<file path="src/rtl/fft_frame_ctrl.sv">
// Frame sequencer for the 32-point FFT: bit-reversed load, engine kick with watchdog,
// then natural-order unload of results over a valid/ready stream.
module fft_frame_ctrl #(
  parameter int N_POINTS = 32,
  parameter int ADDR_W   = 5,
  parameter int DATA_W   = 64,
  parameter int TIMEOUT  = 1024
) (
  input  logic              clk,
  input  logic              rst,
  input  logic              in_valid,
  input  logic [DATA_W-1:0] in_data,
  output logic              in_ready,
  output logic              out_valid,
  output logic [DATA_W-1:0] out_data,
  output logic              out_last,
  input  logic              out_ready,
  output logic              start_fft,
  input  logic              fft_done,
  output logic              mem_own,
  output logic              host_we,
  output logic [ADDR_W-1:0] host_addr,
  output logic [DATA_W-1:0] host_wdata,
  input  logic [DATA_W-1:0] host_rdata,
  output logic              busy,
  output logic              err
);

  localparam int WD_W = $clog2(TIMEOUT + 1);
  localparam logic [ADDR_W-1:0] LAST_IDX = ADDR_W'(N_POINTS - 1);
  localparam logic [WD_W-1:0]   WD_LIMIT = WD_W'(TIMEOUT - 1);

  typedef enum logic [2:0] {
    S_IDLE, S_LOAD, S_KICK, S_RUN, S_RD, S_CAP, S_HOLD
  } state_t;

  state_t              state_q, state_d;
  logic [ADDR_W-1:0]   cnt_q, cnt_d;
  logic [WD_W-1:0]     wdog_q, wdog_d;
  logic                out_valid_q, out_valid_d;
  logic                out_last_q, out_last_d;
  logic [DATA_W-1:0]   out_data_q, out_data_d;
  logic                accept;

  function automatic logic [ADDR_W-1:0] bitrev(input logic [ADDR_W-1:0] k);
    logic [ADDR_W-1:0] r;
    for (int i = 0; i < ADDR_W; i++) r[i] = k[ADDR_W-1-i];
    return r;
  endfunction

  always_ff @(posedge clk) begin
    if (rst) begin
      state_q     <= S_IDLE;
      cnt_q       <= '0;
      wdog_q      <= '0;
      out_valid_q <= 1'b0;
      out_last_q  <= 1'b0;
      out_data_q  <= '0;
    end else begin
      state_q     <= state_d;
      cnt_q       <= cnt_d;
      wdog_q      <= wdog_d;
      out_valid_q <= out_valid_d;
      out_last_q  <= out_last_d;
      out_data_q  <= out_data_d;
    end
  end

  always_comb begin
    state_d     = state_q;
    cnt_d       = cnt_q;
    wdog_d      = wdog_q;
    out_valid_d = out_valid_q;
    out_last_d  = out_last_q;
    out_data_d  = out_data_q;
    case (state_q)
      S_IDLE: if (accept) begin
        cnt_d   = ADDR_W'(1);
        state_d = S_LOAD;
      end
      S_LOAD: if (accept) begin
        if (cnt_q == LAST_IDX) begin
          cnt_d   = '0;
          state_d = S_KICK;
        end else begin
          cnt_d = cnt_q + 1'b1;
        end
      end
      S_KICK: begin
        wdog_d  = '0;
        state_d = S_RUN;
      end
      // Done has priority over the watchdog when both land on the same cycle.
      S_RUN: begin
        if (fft_done)                state_d = S_RD;
        else if (wdog_q == WD_LIMIT) state_d = S_IDLE;
        else                         wdog_d  = wdog_q + 1'b1;
      end
      S_RD: state_d = S_CAP;
      S_CAP: begin
        out_data_d  = host_rdata;
        out_valid_d = 1'b1;
        out_last_d  = (cnt_q == LAST_IDX);
        state_d     = S_HOLD;
      end
      S_HOLD: if (out_ready) begin
        out_valid_d = 1'b0;
        out_last_d  = 1'b0;
        if (cnt_q == LAST_IDX) begin
          cnt_d   = '0;
          state_d = S_IDLE;
        end else begin
          cnt_d   = cnt_q + 1'b1;
          state_d = S_RD;
        end
      end
      default: state_d = S_IDLE;
    endcase
  end

  always_comb begin
    in_ready   = (state_q == S_IDLE) || (state_q == S_LOAD);
    accept     = in_valid && in_ready;
    host_we    = accept;
    host_wdata = accept ? in_data : '0;
    host_addr  = '0;
    if (in_ready)              host_addr = bitrev(cnt_q);
    else if (state_q == S_RD)  host_addr = cnt_q;
    start_fft  = (state_q == S_KICK);
    mem_own    = (state_q == S_KICK) || (state_q == S_RUN);
    busy       = (state_q != S_IDLE);
    err        = (state_q == S_RUN) && !fft_done && (wdog_q == WD_LIMIT);
  end

  assign out_valid = out_valid_q;
  assign out_last  = out_last_q;
  assign out_data  = out_data_q;

endmodule
</file>
<file path="config.mk">
export PLATFORM = sky130hd
export DESIGN_NAME = fft_frame_ctrl
export DESIGN_NICKNAME = d
export VERILOG_FILES = /design/src/rtl/fft_frame_ctrl.sv
export SDC_FILE = /design/constraint.sdc
export NUM_CORES = 1
export LEC_CHECK = 0
export BUFFER_PORTS_ARGS = -buffer_cell sky130_fd_sc_hd__buf_2
export CAP_MARGIN = 30
export CORE_AREA = 2 2 105 107
export CTS_CLUSTER_DIAMETER = 50
export CTS_CLUSTER_SIZE = 10
export DETAILED_ROUTE_END_ITERATION = 10
export DIE_AREA = 0 0 107 109
export PLACE_DENSITY = 0.74
export REMOVE_ABC_BUFFERS = 1
export SYNTH_ARGS = -nofsm -noshare
export SYNTH_HDL_FRONTEND = slang
export SYNTH_SLANG_ARGS = --single-unit
</file>
<file path="constraint.sdc">
create_clock -name clk -period 3.4 [get_ports clk]
set_input_delay 0 -clock clk [delete_from_list [all_inputs] [get_ports clk]]
set_output_delay 0 -clock clk [all_outputs]
set_load 0.02 [all_outputs]
</file>
==> Word-level counts from Yosys, hierarchy flattened <==
Cells that the tools add are included.
Widths: inputs -> output; s select.
{ "word_totals": {"out_inout_bits": 141, "word_cells": 60, "inputBits": 133, "register_bits": 85} }
{ "classes": {"muxes": 22, "reduce_logical": 15, "eq_ne": 15, "addsub": 2} }
{ "op_table": {"columns": ["op", "count"], "rows": [
  ["$mux 64", 1],
  ["$mux 5", 6],
  ["$mux 11", 2],
  ["$pmux 11 s2", 1],
  ["$mux 3", 7],
  ["$pmux 3 s7", 1],
  ["$pmux 5 s3", 1],
  ["$ne 2x2->1 const B", 6],
  ["$add 11x1->11 const B", 1],
  ["$eq 11x10->1 const B", 1],
  ["$eq 3x3->1 const B", 3],
  ["$eq 3x2->1 const B", 2],
  ["$reduce_bool 3->1", 2],
  ["$add 5x1->5 const B", 1],
  ["$eq 5x5->1 const B", 1],
  ["$reduce_and 5->1", 1],
  ["$pmux 1 s2", 2],
  ["$reduce_and 4->1", 1],
  ["$reduce_bool 2->1", 2],
  ["$eq 3x1->1 const B", 1],
  ["$logic_and 1x1->1", 3],
  ["$logic_not 3->1", 1],
  ["$ne 3x3->1 const B", 1],
  ["$reduce_and 3->1", 1],
  ["other kinds (4)", 5]
]} }

==> Longest topological paths before layout <==
{ "depth": {"depth_word": 5, "ltp_mapped": 7, "mapped_depth_nobuf": 7} }

==> Worst setup path after synthesis <==
No wires, ideal clock.
{ "synth_path": {"kind": "reg2reg", "from": "reg cnt_q[0]", "to": "reg cnt_q[3]", "required_ps": 3330, "path_slack_ps": 1584, "path_stages_with_launch": 7, "path_buffers": 0, "setup_time_ps": 70, "period_less_slack_ps": 1816, "t_arrival_ps": 1746, "cell_sequence": "dfxtp_1 -> ha_1 -> and3_1 -> ha_1 -> o21ba_2 -> or4b_1 -> a21oi_1"} }
{ "synth_between": {"elab_chain_cells": 4, "elab_cells_between_ends": 6, "classes_between": "1 x add/sub; 1 x eq/ne; 4 x mux"} }
{ "synth_lines": {"columns": ["item", "line_no", "source"], "rows": [
  ["start, declared", "38", "logic [ADDR_W-1:0] cnt_q, cnt_d;"],
  ["start signal, assigned", "61", "cnt_q <= cnt_d;"],
  ["$add 5x1->5 / $eq 5x5->1 (equally long branches)", null, null],
  ["$mux 5 *", "82, 109", null],
  ["$mux 5 (on tied branches)", "106, 81", null],
  ["$pmux 5 s3 *", "76", "case (state_q)"]
]} }
Every way passes the cells marked *; elsewhere a longest branch is shown, timed or not. The select of a mux whose other input is x is not followed.
A chain may end at the register's enable or synchronous reset.

==> Final worst setup path <==
{ "layout_path": {"from": "reg state_q[2]", "to": "reg out_data_q[3], in the netlist out_data[3]"} }
{ "layout_between": {"elab_chain_cells": 1} }
{ "layout_lines": {"columns": ["item", "line_no", "source"], "rows": [
  ["start, declared", "37", "state_t state_q, state_d;"],
  ["start signal, assigned", "60", "state_q <= state_d;"],
  ["$eq 3x3->1", "76", null],
  ["end signal, assigned", "65", "out_data_q <= out_data_d;"],
  ["end, declared", "42", "logic [DATA_W-1:0] out_data_q, out_data_d;"]
]} }
No other way between the ends.

==> impl_metrics.py <==
metrics = {
    "critical_path": {
        "crit_type": "flip-flop to flip-flop",
        "end_kind": "flip-flop",
        "r2r_slack_ns": 1.21,
        "ff2ff_path_depth": 4,
        "critPathTopFamily": "flip-flops",
        "r2r_start": "state_q[2]",
        "path_buf_inv": 1,
        "critical_path_arrival_ns": 2.42,
        "path_depth": 4,
        "crit_path_start_kind": "flip-flop",
        "worstPathCellList": "nand3_2 > buf_12 > nand2_1 > a21oi_1",
        "worstPathRequired_ns": 3.63,
        "endpoint": "out_data[3]",
        "critPathMaxStageDelay_ns": 0.80,
        "crit_path_top_delay_cell": "dfxtp_1",
        "rr_endpoint": "out_data[3]",
        "critical_path.startpoint": "state_q[2]",
        "worstPathMaxFanout": 33,
    },
    "clocking": {
        "hold_buffers": 67,
        "clk_latency_ns": 0.36,
        "numClockSinks": 85,
        "cts-resized-gates": 0,
        "clockRootBuffer": "clkbuf_8",
        "post_cts_buffers": 0,
        "cts_buffers": 9,
        "cts_tree": "built",
        "htreeDepth": 3,
        "clockBufferDepth": 2,
        "clk_pin_slew_ns": 0.09,
    },
    "grt": {
        "grt_usage_pct": 22.3,
        "grt_remaining_overflow": 0,
        "first_global_vias": 4303,
        "antenna_found_initial": 0,
        "grt_max_degree": 66,
        "grt_pass1_wl_mm": 20.6,
    },
    "min_path": {
        "hp-class": "input port to flip-flop",
    },
    "placed_design": {
        "routabilityCongestion": 0.799,
        "io_buffer_count": 273,
        "dp_cells": 896,
        "hpwlAfterDp_mm": 9.07,
    },
    "floorplan": {
        "die_area_mm2": 0.0117,
        "num_rows": 38,
        "core_mm2": 0.0106,
        "initial_core_util_pct": 36.8,
        "io_pins": 274,
        "fp.dieH_um": 109,
        "die_x_um": 107,
    },
    "synthesis": {
        "ys_ff_latch": 85,
        "async_reset_ff_share_pct": 0,
        "synthMuxAreaShare_pct": 0,
        "synth_top_area_cell": "dfxtp_1",
        "ys_top_cells_by_count": "139 x nand2_1, 85 x dfxtp_1, 80 x a21oi_1, 65 x and2_1, 20 x clkbuf_1",
        "synth.distinct_cells": 49,
        "yosysWarnings": 0,
        "synth_top_family_by_area": "simple AND/OR/NAND/NOR gates",
        "synth_compound_area_share_pct": 16.4,
        "synth_xor_area_share_pct": 0,
        "seq_area_frac_synth_pct": 43.6,
        "yosys.area_share.simple_pct": 34.2,
        "synth_edf_count": 0,
        "netlist_area_mm2": 0.00390,
        "synthMostInstantiatedCell": "nand2_1",
        "synthFlopType": "dfxtp_1",
        "synth_top_area_share_pct": 43.6,
        "synth-adder-area-share_pct": 0.962,
        "avgSynthCellArea_um2": 7.58,
        "syn-instance-count": 515,
        "synth.area.top_cells": "dfxtp_1 44%, nand2_1 13%, and2_1 10%",
    },
    "drt": {
        "drc": 0,
        "drt_pre_antenna_iters": 4,
        "vias_per_cell": 4.84,
        "drt_wl_total_mm": 13.9,
        "ant_nets": 0,
        "vias": 4740,
        "post_drt_wl_per_cell_um": 14.2,
        "drtIter0Drc": 309,
    },
    "sta": {
        "fin_crit_ns": 2.19,
        "max_freq_ghz": 0.456,
        "rsz0062_at_grt": "false",
        "finalSetupViolCount": 0,
        "period_share_pct": 64.5,
        "tightest_slew_ns": 0.739,
        "finClkSkew_ns": 0.0113,
        "drv_slew": 0,
        "slew_headroom_pct": 50.7,
        "hold_viol_final": 0,
    },
    "cells_and_area": {
        "finalNonFillerCells": 979,
        "n_fill_cell": 912,
        "drive_above_1_share_pct": 36.1,
        "diodes": 0,
        "utilization_pct": 59.3,
        "fin_nets": 970,
        "syn_to_final_growth_pct": 61.2,
    },
    "run": {
        "maxCapViolCount": 0,
    },
    "run_status": {
        "outcome": "finished clean",
    },
    "pwr": {
        "vdd_drop_max_mv": 0.238,
        "p_leak_nw": 2.97,
        "power_density_mw_per_mm2": 377,
    },
}
## worst register-to-register path: stages (launching register included)
cell and delay (ns):
dfxtp_1 0.80, nand3_2 0.69, buf_12 0.42, nand2_1 0.08, a21oi_1 0.07
## report_power, final
group / internal (mW) / switching (mW)
Combinational: 0.209 / 0.247
Sequential: 1.00 / 0.0154
Clock: 0.515 / 0.379
Total: 1.73 / 0.641
## registers in the layout, summed over array words and instances, names as in the netlist
| register | flops |
|---|---|
| state_q | 3 |
| cnt_q | 5 |
| out_valid | 1 |
| out_data | 64 |
| out_last | 1 |
| wdog_q | 11 |
## per-stage QoR
| step | setup TNS, ns | cell area, um^2 | worst slack (ns) | hold slack [ns] | power (mW) |
|---|---|---|---|---|---|
| 2_1_floorplan | -17.95 | 3740 | -0.505 | 0.0691 | 1.25 |
| 3_3_place_gp | 0 | 5370 | 1.20 | 0.242 | 1.44 |
| 3_5_place_dp | 0 | 5370 | 1.20 | 0.247 | 1.43 |
| 4_1_cts | 0 | 6290 | 1.18 | 0.0225 | 2.39 |
| 5_1_grt | 0 | 6290 | 1.01 | 0.0562 | 2.47 |
| 6_report | 0 | 6290 | 1.21 | 0.0432 | 2.37 |
## layout by cell type, fill, tap and decap left out, types with 3 or more instances in the layout
master	netlist	final
buf_2	6	273
nand2_1	139	139
dfxtp_1	85	85
a21oi_1	80	80
dlygate4sd3_1	0	67
and2_1	65	65
nor2_1	10	10
clkbuf_8	0	10
nand3_1	10	9
inv_1	6	6
o21ai_0	6	6
and3_1	6	5
nand2b_1	4	4
o31ai_1	4	4
or4_1	4	4
nor3_1	4	4
a31oi_1	4	4
buf_4	0	4
nor2b_1	3	3
or3_1	3	3
nand4_1	3	3
o21a_1	3	3
nand3b_1	3	3
ha_1	3	3
bufinv_16	0	3
## logic make-up (layout without fill, tap and decap cells)
logic type / count (synthesis) / after routing
flops: 85 / 85
buf+inv: 46 / 370
simple gates: 268 / 268
fa+ha+maj: 3 / 3
compound gates: 113 / 113
## how the worst min path moves through the flow
| stage | startpoint | endpoint | slack, ns | depth (start not counted) |
|---|---|---|---|---|
| floorplan | rst | cnt_q[1] | 0.07 | 1 |
| global placement | host_rdata[10] | out_data[10] | 0.24 | 3 |
| detailed placement | host_rdata[58] | out_data[58] | 0.25 | 3 |
| CTS | out_ready | state_q[1] | 0.02 | 4 |
| global route | out_ready | state_q[1] | 0.06 | 4 |
| finish | out_ready | state_q[1] | 0.04 | 4 |
## area by class of cell
class | instances | area (um^2) | area share (%)
sequential | 85 | 1700 | 27.0
multi-input combinational | 384 | 2020 | 32.2
tap | 140 | 175 | 2.78
clock inverter | 6 | 116 | 1.85
clock buffer | 10 | 138 | 2.19
timing repair buffer | 346 | 2110 | 33.5
inverter | 8 | 30.0 | 0.477
## routing by layer
layer	part of all wire [%]	track usage, %	up-vias
met5	0	0	-
met1	39	24.5	2130
met3	8.2	6.69	28
met4	2.4	9.93	0
met2	50	39.7	221
li1	-	-	2361
Note: power is estimated with default switching activity, not from simulation.
